===== config.mk =====
export PLATFORM = sky130hd
export DESIGN_NAME = uart_rx_frontend
export DESIGN_NICKNAME = d
export VERILOG_FILES = /design/src/rtl/uart_rx_frontend_pkg.sv /design/src/rtl/uart_baud_gen.sv /design/src/rtl/uart_rx_frontend.sv
export SDC_FILE = /design/constraint.sdc
export NUM_CORES = 1
export LEC_CHECK = 0
export BUFFER_PORTS_ARGS = -buffer_cell sky130_fd_sc_hd__buf_2
export CORE_ASPECT_RATIO = 0.7
export CORE_MARGIN = 2
export CORE_UTILIZATION = 52
export DETAILED_ROUTE_END_ITERATION = 8
export GPL_ROUTABILITY_DRIVEN = 0
export PLACE_DENSITY_LB_ADDON = 0.15
export SKIP_LAST_GASP = 1
export SYNTH_ARGS = -nofsm -noshare
export SYNTH_HDL_FRONTEND = slang
export SYNTH_SLANG_ARGS = --single-unit

===== constraint.sdc =====
create_clock -name clk -period 2.11 [get_ports clk]
set_input_delay 0.3165 -clock clk [delete_from_list [all_inputs] [get_ports clk]]
set_output_delay 0.3165 -clock clk [all_outputs]
set_load 0.05 [all_outputs]

===== src/rtl/uart_rx_frontend_pkg.sv =====
// Shared widths, defaults and helpers for the UART receive front end.
package uart_rx_frontend_pkg;

    localparam int unsigned DL_W          = 16;
    localparam int unsigned BRK_W         = 8;
    localparam int unsigned BRK_TICKS_DEF = 160;

    // Two-of-three vote used by the line filter.
    function automatic logic maj3(input logic [2:0] s);
        return (s[0] & s[1]) | (s[1] & s[2]) | (s[0] & s[2]);
    endfunction

endpackage


===== src/rtl/uart_baud_gen.sv =====
// 16x baud tick generator: down-counter that reloads dl-1 and pulses enable at terminal count.
module uart_baud_gen
    import uart_rx_frontend_pkg::*;
(
    input  logic            clk,
    input  logic            wb_rst_i,
    input  logic [DL_W-1:0] dl,
    input  logic            dl_wr,
    output logic            enable
);

    logic [DL_W-1:0] cnt_q;
    logic [DL_W-1:0] cnt_d;
    logic            init_q;
    logic            enable_d;

    // init_q forces a silent reload on the first edge after reset, exactly like a dl_wr.
    always_ff @(posedge clk or negedge wb_rst_i) begin
        if (!wb_rst_i) begin
            cnt_q  <= '0;
            init_q <= 1'b1;
            enable <= 1'b0;
        end else begin
            cnt_q  <= cnt_d;
            init_q <= 1'b0;
            enable <= enable_d;
        end
    end

    always_comb begin
        cnt_d    = cnt_q;
        enable_d = 1'b0;
        if (dl == '0) begin
            cnt_d = '0;
        end else if (dl_wr || init_q) begin
            cnt_d = dl - DL_W'(1);
        end else if (cnt_q == '0) begin
            cnt_d    = dl - DL_W'(1);
            enable_d = 1'b1;
        end else begin
            cnt_d = cnt_q - DL_W'(1);
        end
    end

endmodule


===== src/rtl/uart_rx_frontend.sv =====
// UART receive front end: baud tick, pin synchroniser, 3-sample majority filter,
// falling-edge detect and break detection.
module uart_rx_frontend
    import uart_rx_frontend_pkg::*;
#(
    parameter int unsigned BRK_TICKS = BRK_TICKS_DEF
) (
    input  logic            clk,
    input  logic            wb_rst_i,
    input  logic [DL_W-1:0] dl,
    input  logic            dl_wr,
    input  logic            srx_pad_i,
    output logic            enable,
    output logic            srx_o,
    output logic            rx_fall,
    output logic            break_o
);

    localparam logic [BRK_W-1:0] BRK_LIM = BRK_W'(BRK_TICKS);

    logic             sync1;
    logic             sync2;
    logic [2:0]       samp_q;
    logic             en_dly;
    logic             srx_dly;
    logic [BRK_W-1:0] brk_q;
    logic [BRK_W-1:0] brk_d;
    logic             break_d;

    uart_baud_gen u_baud_gen (
        .clk      (clk),
        .wb_rst_i (wb_rst_i),
        .dl       (dl),
        .dl_wr    (dl_wr),
        .enable   (enable)
    );

    // Samples shift on the tick; srx_o votes on them one clk later.
    always_ff @(posedge clk or negedge wb_rst_i) begin
        if (!wb_rst_i) begin
            sync1   <= 1'b1;
            sync2   <= 1'b1;
            samp_q  <= 3'b111;
            en_dly  <= 1'b0;
            srx_o   <= 1'b1;
            srx_dly <= 1'b1;
            brk_q   <= '0;
            break_o <= 1'b0;
        end else begin
            sync1   <= srx_pad_i;
            sync2   <= sync1;
            en_dly  <= enable;
            srx_dly <= srx_o;
            brk_q   <= brk_d;
            break_o <= break_d;
            if (enable) begin
                samp_q <= {samp_q[1:0], sync2};
            end
            if (en_dly) begin
                srx_o <= maj3(samp_q);
            end
        end
    end

    // Break counter: saturates while the filtered line reads low on ticks.
    always_comb begin
        brk_d = brk_q;
        if (enable) begin
            if (srx_o) begin
                brk_d = '0;
            end else if (brk_q != BRK_LIM) begin
                brk_d = brk_q + BRK_W'(1);
            end
        end
        break_d = (brk_d == BRK_LIM);
    end

    assign rx_fall = srx_dly & ~srx_o;

endmodule


Word level (Yosys, flattened, before mapping)
Index checks and enable logic that the tools add are counted.
{"block": "totals", "ff_bits": 35, "latchBits": 0, "mem_bits_rw": 0, "romBits": 0, "input_bits": 20, "out_inout_bits": 4, "word_cells": 35, "mem_count": 0}
{"block": "classes", "n_addsub": 3, "mul": 0, "div_mod_pow": 0, "n_lt_le_gt_ge": 0, "eq_ne": 2, "shift": 0, "muxes": 9, "bitwise": 7, "reduce_logical": 3}
{"op": "$mux 16", "count": 3}
{"op": "$logic_not 16->1", "count": 2}
{"op": "$sub 16x1->16 const B", "count": 2}
{"op": "$mux 8", "count": 3}
{"op": "$add 8x1->8 const B", "count": 1}
{"op": "$eq 8x8->1 const B", "count": 1}
{"op": "$ne 8x8->1 const B", "count": 1}
{"op": "$and 1x1->1", "count": 4}
{"op": "$mux 1", "count": 3}
{"op": "$or 1x1->1", "count": 2}
{"op": "$logic_or 1x1->1", "count": 1}
{"op": "$not 1->1", "count": 1}

Depth between registers and ports, before layout
{"block": "depth", "depth_word": 5, "ltp_mapped": 8, "mapped_depth_nobuf": 7}

Modules after synthesis
From an unflattened synthesis, not the netlist that was laid out.
{"block": "unflattened", "cells_unflattened": 233, "hier_area_um2": 2289.7}
{"module": "uart_baud_gen", "instances": 1, "cells_per_inst": 144, "area_each_um2": 1341.3, "seq_area_each_um2": 451.7}
{"module": "uart_rx_frontend", "instances": 1, "cells_per_inst": 89, "area_each_um2": 948.4, "seq_area_each_um2": 434.2}

Least setup slack after synthesis
No wires, ideal clock.
{"block": "synth_timing", "path_type": "reg-to-reg", "startpoint": "register u_baud_gen.cnt_q[10]", "endpoint": "register u_baud_gen.cnt_q[10]", "setup_time_ns": 0.081, "t_arrival_ns": 2.102, "required_time_ns": 2.029, "path_slack_ns": -0.073, "stages_incl_launch_ff": 7, "path_buffers": 1, "period_less_slack_ns": 2.183, "path_cell_list": "dfrtp_1 -> or4_4 -> or3_4 -> o31a_1 -> or2_1 -> buf_6 -> o22ai_2"}
{"block": "synth_via", "elab_chain_len": 4, "elab_cells_between_ends": 5, "cone_classes": "add/sub: 1; mux: 3; reduce/logical: 1"}
{"item": "from (decl)", "line": "uart_baud_gen.sv:12", "rtl": "logic [DL_W-1:0] cnt_q;"}
{"item": "from (signal assigned)", "line": "uart_baud_gen.sv:24", "rtl": "cnt_q <= cnt_d;"}
{"item": "$sub 16x1->16 or $logic_not 16->1 (tied branches)", "line": "uart_baud_gen.sv:41, uart_baud_gen.sv:37"}
{"item": "$mux 16 (*)", "line": "uart_baud_gen.sv:37", "rtl": "end else if (cnt_q == '0) begin"}
{"item": "$mux 16 (*)", "line": "uart_baud_gen.sv:35", "rtl": "end else if (dl_wr || init_q) begin"}
{"item": "$mux 16 (*)", "line": "uart_baud_gen.sv:33", "rtl": "if (dl == '0) begin"}
{"item": "named net u_baud_gen.cnt_d[10]", "line": "uart_baud_gen.sv:13", "rtl": "logic [DL_W-1:0] cnt_d;"}
Mark *: on every way through the listed nets, which the timed path passes. The rest lies on a longest branch.
A chain may end at the register's enable or synchronous reset.

Worst setup path after layout
{"block": "layout_timing", "startpoint": "register u_baud_gen.cnt_q[10]", "endpoint": "register u_baud_gen.cnt_q[1]"}
{"block": "layout_via", "elab_chain_len": 4}
{"item": "$logic_not 16->1", "line": "uart_baud_gen.sv:37"}
{"item": "$mux 16", "line": "uart_baud_gen.sv:37"}
{"item": "$mux 16", "line": "uart_baud_gen.sv:35"}
{"item": "$mux 16", "line": "uart_baud_gen.sv:33"}
{"item": "named net u_baud_gen.cnt_d[1]", "line": "uart_baud_gen.sv:13"}
The timed path passes the listed nets, and every way through them passes these cells.

==> metrics.txt <==
status=complete, but fails checks; failing checks=negative setup slack; skew final=0.00528 ns; main combinational cell family by area after synthesis=simple AND/OR/NAND/NOR gates; cell area after synthesis=0.00212 mm^2; clk slew on worst S/H paths=0.07 ns; Synth Area in XOR/XNOR=0.103; Synth Area in Compound Gates=0.117; CTS HTree Levels=2; total negative slack=-0.0743 ns; Peak supply drop=569 uV; leading cell type in the layout, fill and taps excluded=dfrtp_1; Final WS setup=-0.0347 ns; Tcrit/Tclk final=1.02; CTS Buf Count=5; via count=roughly 1700; minimum clock period=between 2 and 2.5 ns; Die Ht=57.5 um; Final Hold Fails=0; core area=between 0.003 and 0.004 mm^2; WL final=between 4 and 5 mm; Clock Path Buffers=2; Adder-Cell Fraction of Synth Area=0.0342; # nets final=roughly 300; Synth Area in Simple Gates=0.240; Max Clock Freq=around 470 MHz; Syn Inst Count=roughly 220; sequential share of the synthesized area=0.417; Final Setup Violations=5; antenna-violating nets left=0; # Max-Cap Violations=0; synth top area cells=dfrtp_1 32%, dfstp_2 9.9%, xnor2_1 5.4%, xor2_1 4.9%, nor2_1 4.2%; # diodes=0; CTS tree=done; RSZ-0062 raised after global routing=true; clk_lat worst skew=0.28 ns; largest net degree at the start of global routing=36; PwrDens=about 600 mW/mm^2; vias in the first global route=~1600; CP Capture Type=register; Synth Register Bits=35; Synthesized Nets=243; Avg Cell Area, Syn=about 9.7 um^2; Area growth, synth to finish=22.2%; hold_ws=roughly 0.11 ns; Port Buf Inserts=23; Crit Path Category=register to register; Reg2Reg Capture Point=u_baud_gen.cnt_q[1]$_DFF_PN0_; drc violations=0; ys flop type=dfrtp_1; setup slack, reg-to-reg=-0.03 ns; area leader, netlist=dfrtp_1; pins over their slew limit=0; iteration-0 DRC count of the detailed router=130; Reg-to-Reg Start=u_baud_gen.cnt_q[10]$_DFF_PN0_; placed cells=310; Post-synth EDFFs=0; WP data required=about 2.3 ns; number of synthesis warnings=0; worst reg-to-reg path cell count=6; first drt pass iteration count=4; Final Util=0.662; share of cells above drive strength 1=0.317; vias per inst=~5.4; Overall Global Routing Usage=0.210; hpwl dp=between 3 and 4 mm; initial antenna violation count=0; Initial Util=0.541; wire length on met2=~1.8 mm; Root Driver=clkbuf_8; async set or reset register ratio after synthesis=1.00; worst min-delay path category=input pin to async pin; CTS sink cnt=35; global-route wire length before repair=7.49 mm; Metal-1 WL=roughly 2.3 mm; post-route insts no fill=320; Critical Path AT=between 2 and 2.5 ns; I/O Pins=24; row cnt=19; Slew @ Worst Pin=around 0.76 ns; Max FO, Critical Path=6; most frequent cells in the layout=27 x dfrtp_1, 24 x nor2_1, 24 x buf_4, 23 x buf_2, 15 x nand2_1; Top Layer Used=met4; Pleak=about 1.1 nW; Avg WL per Cell=13.7 um; mux cell area share after synthesis=0.0554; top cell type's share of synthesized area=0.318; Startpoint Class=register; Slew HR=0.494; Distinct cells, synth=52; Die Width=~80 um; metal3 WL=235 um; die area=between 0.004 and 0.005 mm^2; grt ovf=0
[timing repair]
action / in CTS / in global routing
pin swaps: 0 / 7
setup endpoints to repair: 11 / 15
hold buffers: 0 / 0
resized for setup: 2 / 5
setup buffers: 0 / 1
cloned: 0 / 1
[report_power, final]
group | switching (W) | total (W) | internal [W]
clock network | 0.000227 | 0.000609 | 0.000382
registers | 0.0000251 | 0.000733 | 0.000708
logic | 0.000112 | 0.000217 | 0.000106
total | 0.000364 | 0.00156 | 0.00120
[registers in the layout (all words and copies together) (netlist names)]
| name | count |
|---|---|
| u_baud_gen.cnt_q | 16 |
| brk_q | 8 |
| samp_q | 3 |
| break_o | 1 |
| en_dly | 1 |
| srx_dly | 1 |
| srx_o | 1 |
| sync1 | 1 |
| sync2 | 1 |
| u_baud_gen.enable | 1 |
| u_baud_gen.init_q | 1 |
[how the worst max path moves through the flow]
stage / startpoint / end / slack (ns) / depth (start not counted)
after floorplan: u_baud_gen.cnt_q[10]$_DFF_PN0_ / u_baud_gen.cnt_q[10]$_DFF_PN0_ / -0.02 / 6
after global placement: u_baud_gen.cnt_q[10]$_DFF_PN0_ / u_baud_gen.cnt_q[12]$_DFF_PN0_ / -0.03 / 5
after detailed placement: u_baud_gen.cnt_q[10]$_DFF_PN0_ / u_baud_gen.cnt_q[13]$_DFF_PN0_ / -0.07 / 5
after CTS: u_baud_gen.cnt_q[10]$_DFF_PN0_ / u_baud_gen.cnt_q[1]$_DFF_PN0_ / -0.02 / 6
after global routing: brk_q[1]$_DFF_PN0_ / break_o$_DFF_PN0_ / -0.13 / 8
final: u_baud_gen.cnt_q[10]$_DFF_PN0_ / u_baud_gen.cnt_q[1]$_DFF_PN0_ / -0.03 / 6
[cell usage after synthesis (all sizes together), types with 3 or more instances]
library cell / instances
mux2i: 5
dfstp: 8
or3: 4
nand2: 15
nor2: 24
inv: 8
clkbuf: 3
nand3: 8
a21oi: 3
nor2b: 5
and3: 3
nor4: 5
xor2: 12
or4: 4
o21ai: 7
dfrtp: 27
xnor2: 13
mux2: 6
o22ai: 7
a31oi: 3
nor3: 10
buf: 3
ha: 5
[worst max-delay path, stage by stage (launching register included)]
cell and delay, ns:
dfrtp_1 0.38, or4_4 0.53, or3_4 0.35, o31a_1 0.32, buf_6 0.16, mux2_2 0.26
nor2_1 0.08
[area by class of cell]
type                            count  area [um^2]
Multi-Input combinational cell    169         1190
Clock buffer                        6         82.6
Fill cell                         330         1330
Tap cell                           52         65.1
Clock inverter                      2         35.0
Inverter                            8         30.0
Timing Repair Buffer               48          307
Sequential cell                    35          886
[per-layer routing]
layer	vias up	GRT usage
met2	46	0.299
met3	2	0.0475
met1	798	0.328
met5	-	0
li1	878	-
met4	0	0.0436
[metrics by stage]
step | setup WS (ns) | power (W) | instance area, um^2
final | -0.0347 | 0.00156 | 2590
after global routing | -0.127 | 0.00164 | 2590
after CTS | -0.0236 | 0.00157 | 2560
after detailed placement | -0.0715 | 0.000951 | 2440
after global placement | -0.0261 | 0.000950 | 2440
after floorplan | -0.0159 | 0.000861 | 2120
[logic make-up after synthesis]
family | after synthesis
and+or+nand+nor | 94
DFF | 35
AOI/OAI and AO/OA | 32
xor gates and xnor gates | 25
buffers and inverters | 14
muxes | 11
adders and majority gates | 6
other | 1
Power figures use the tool's default switching activity.
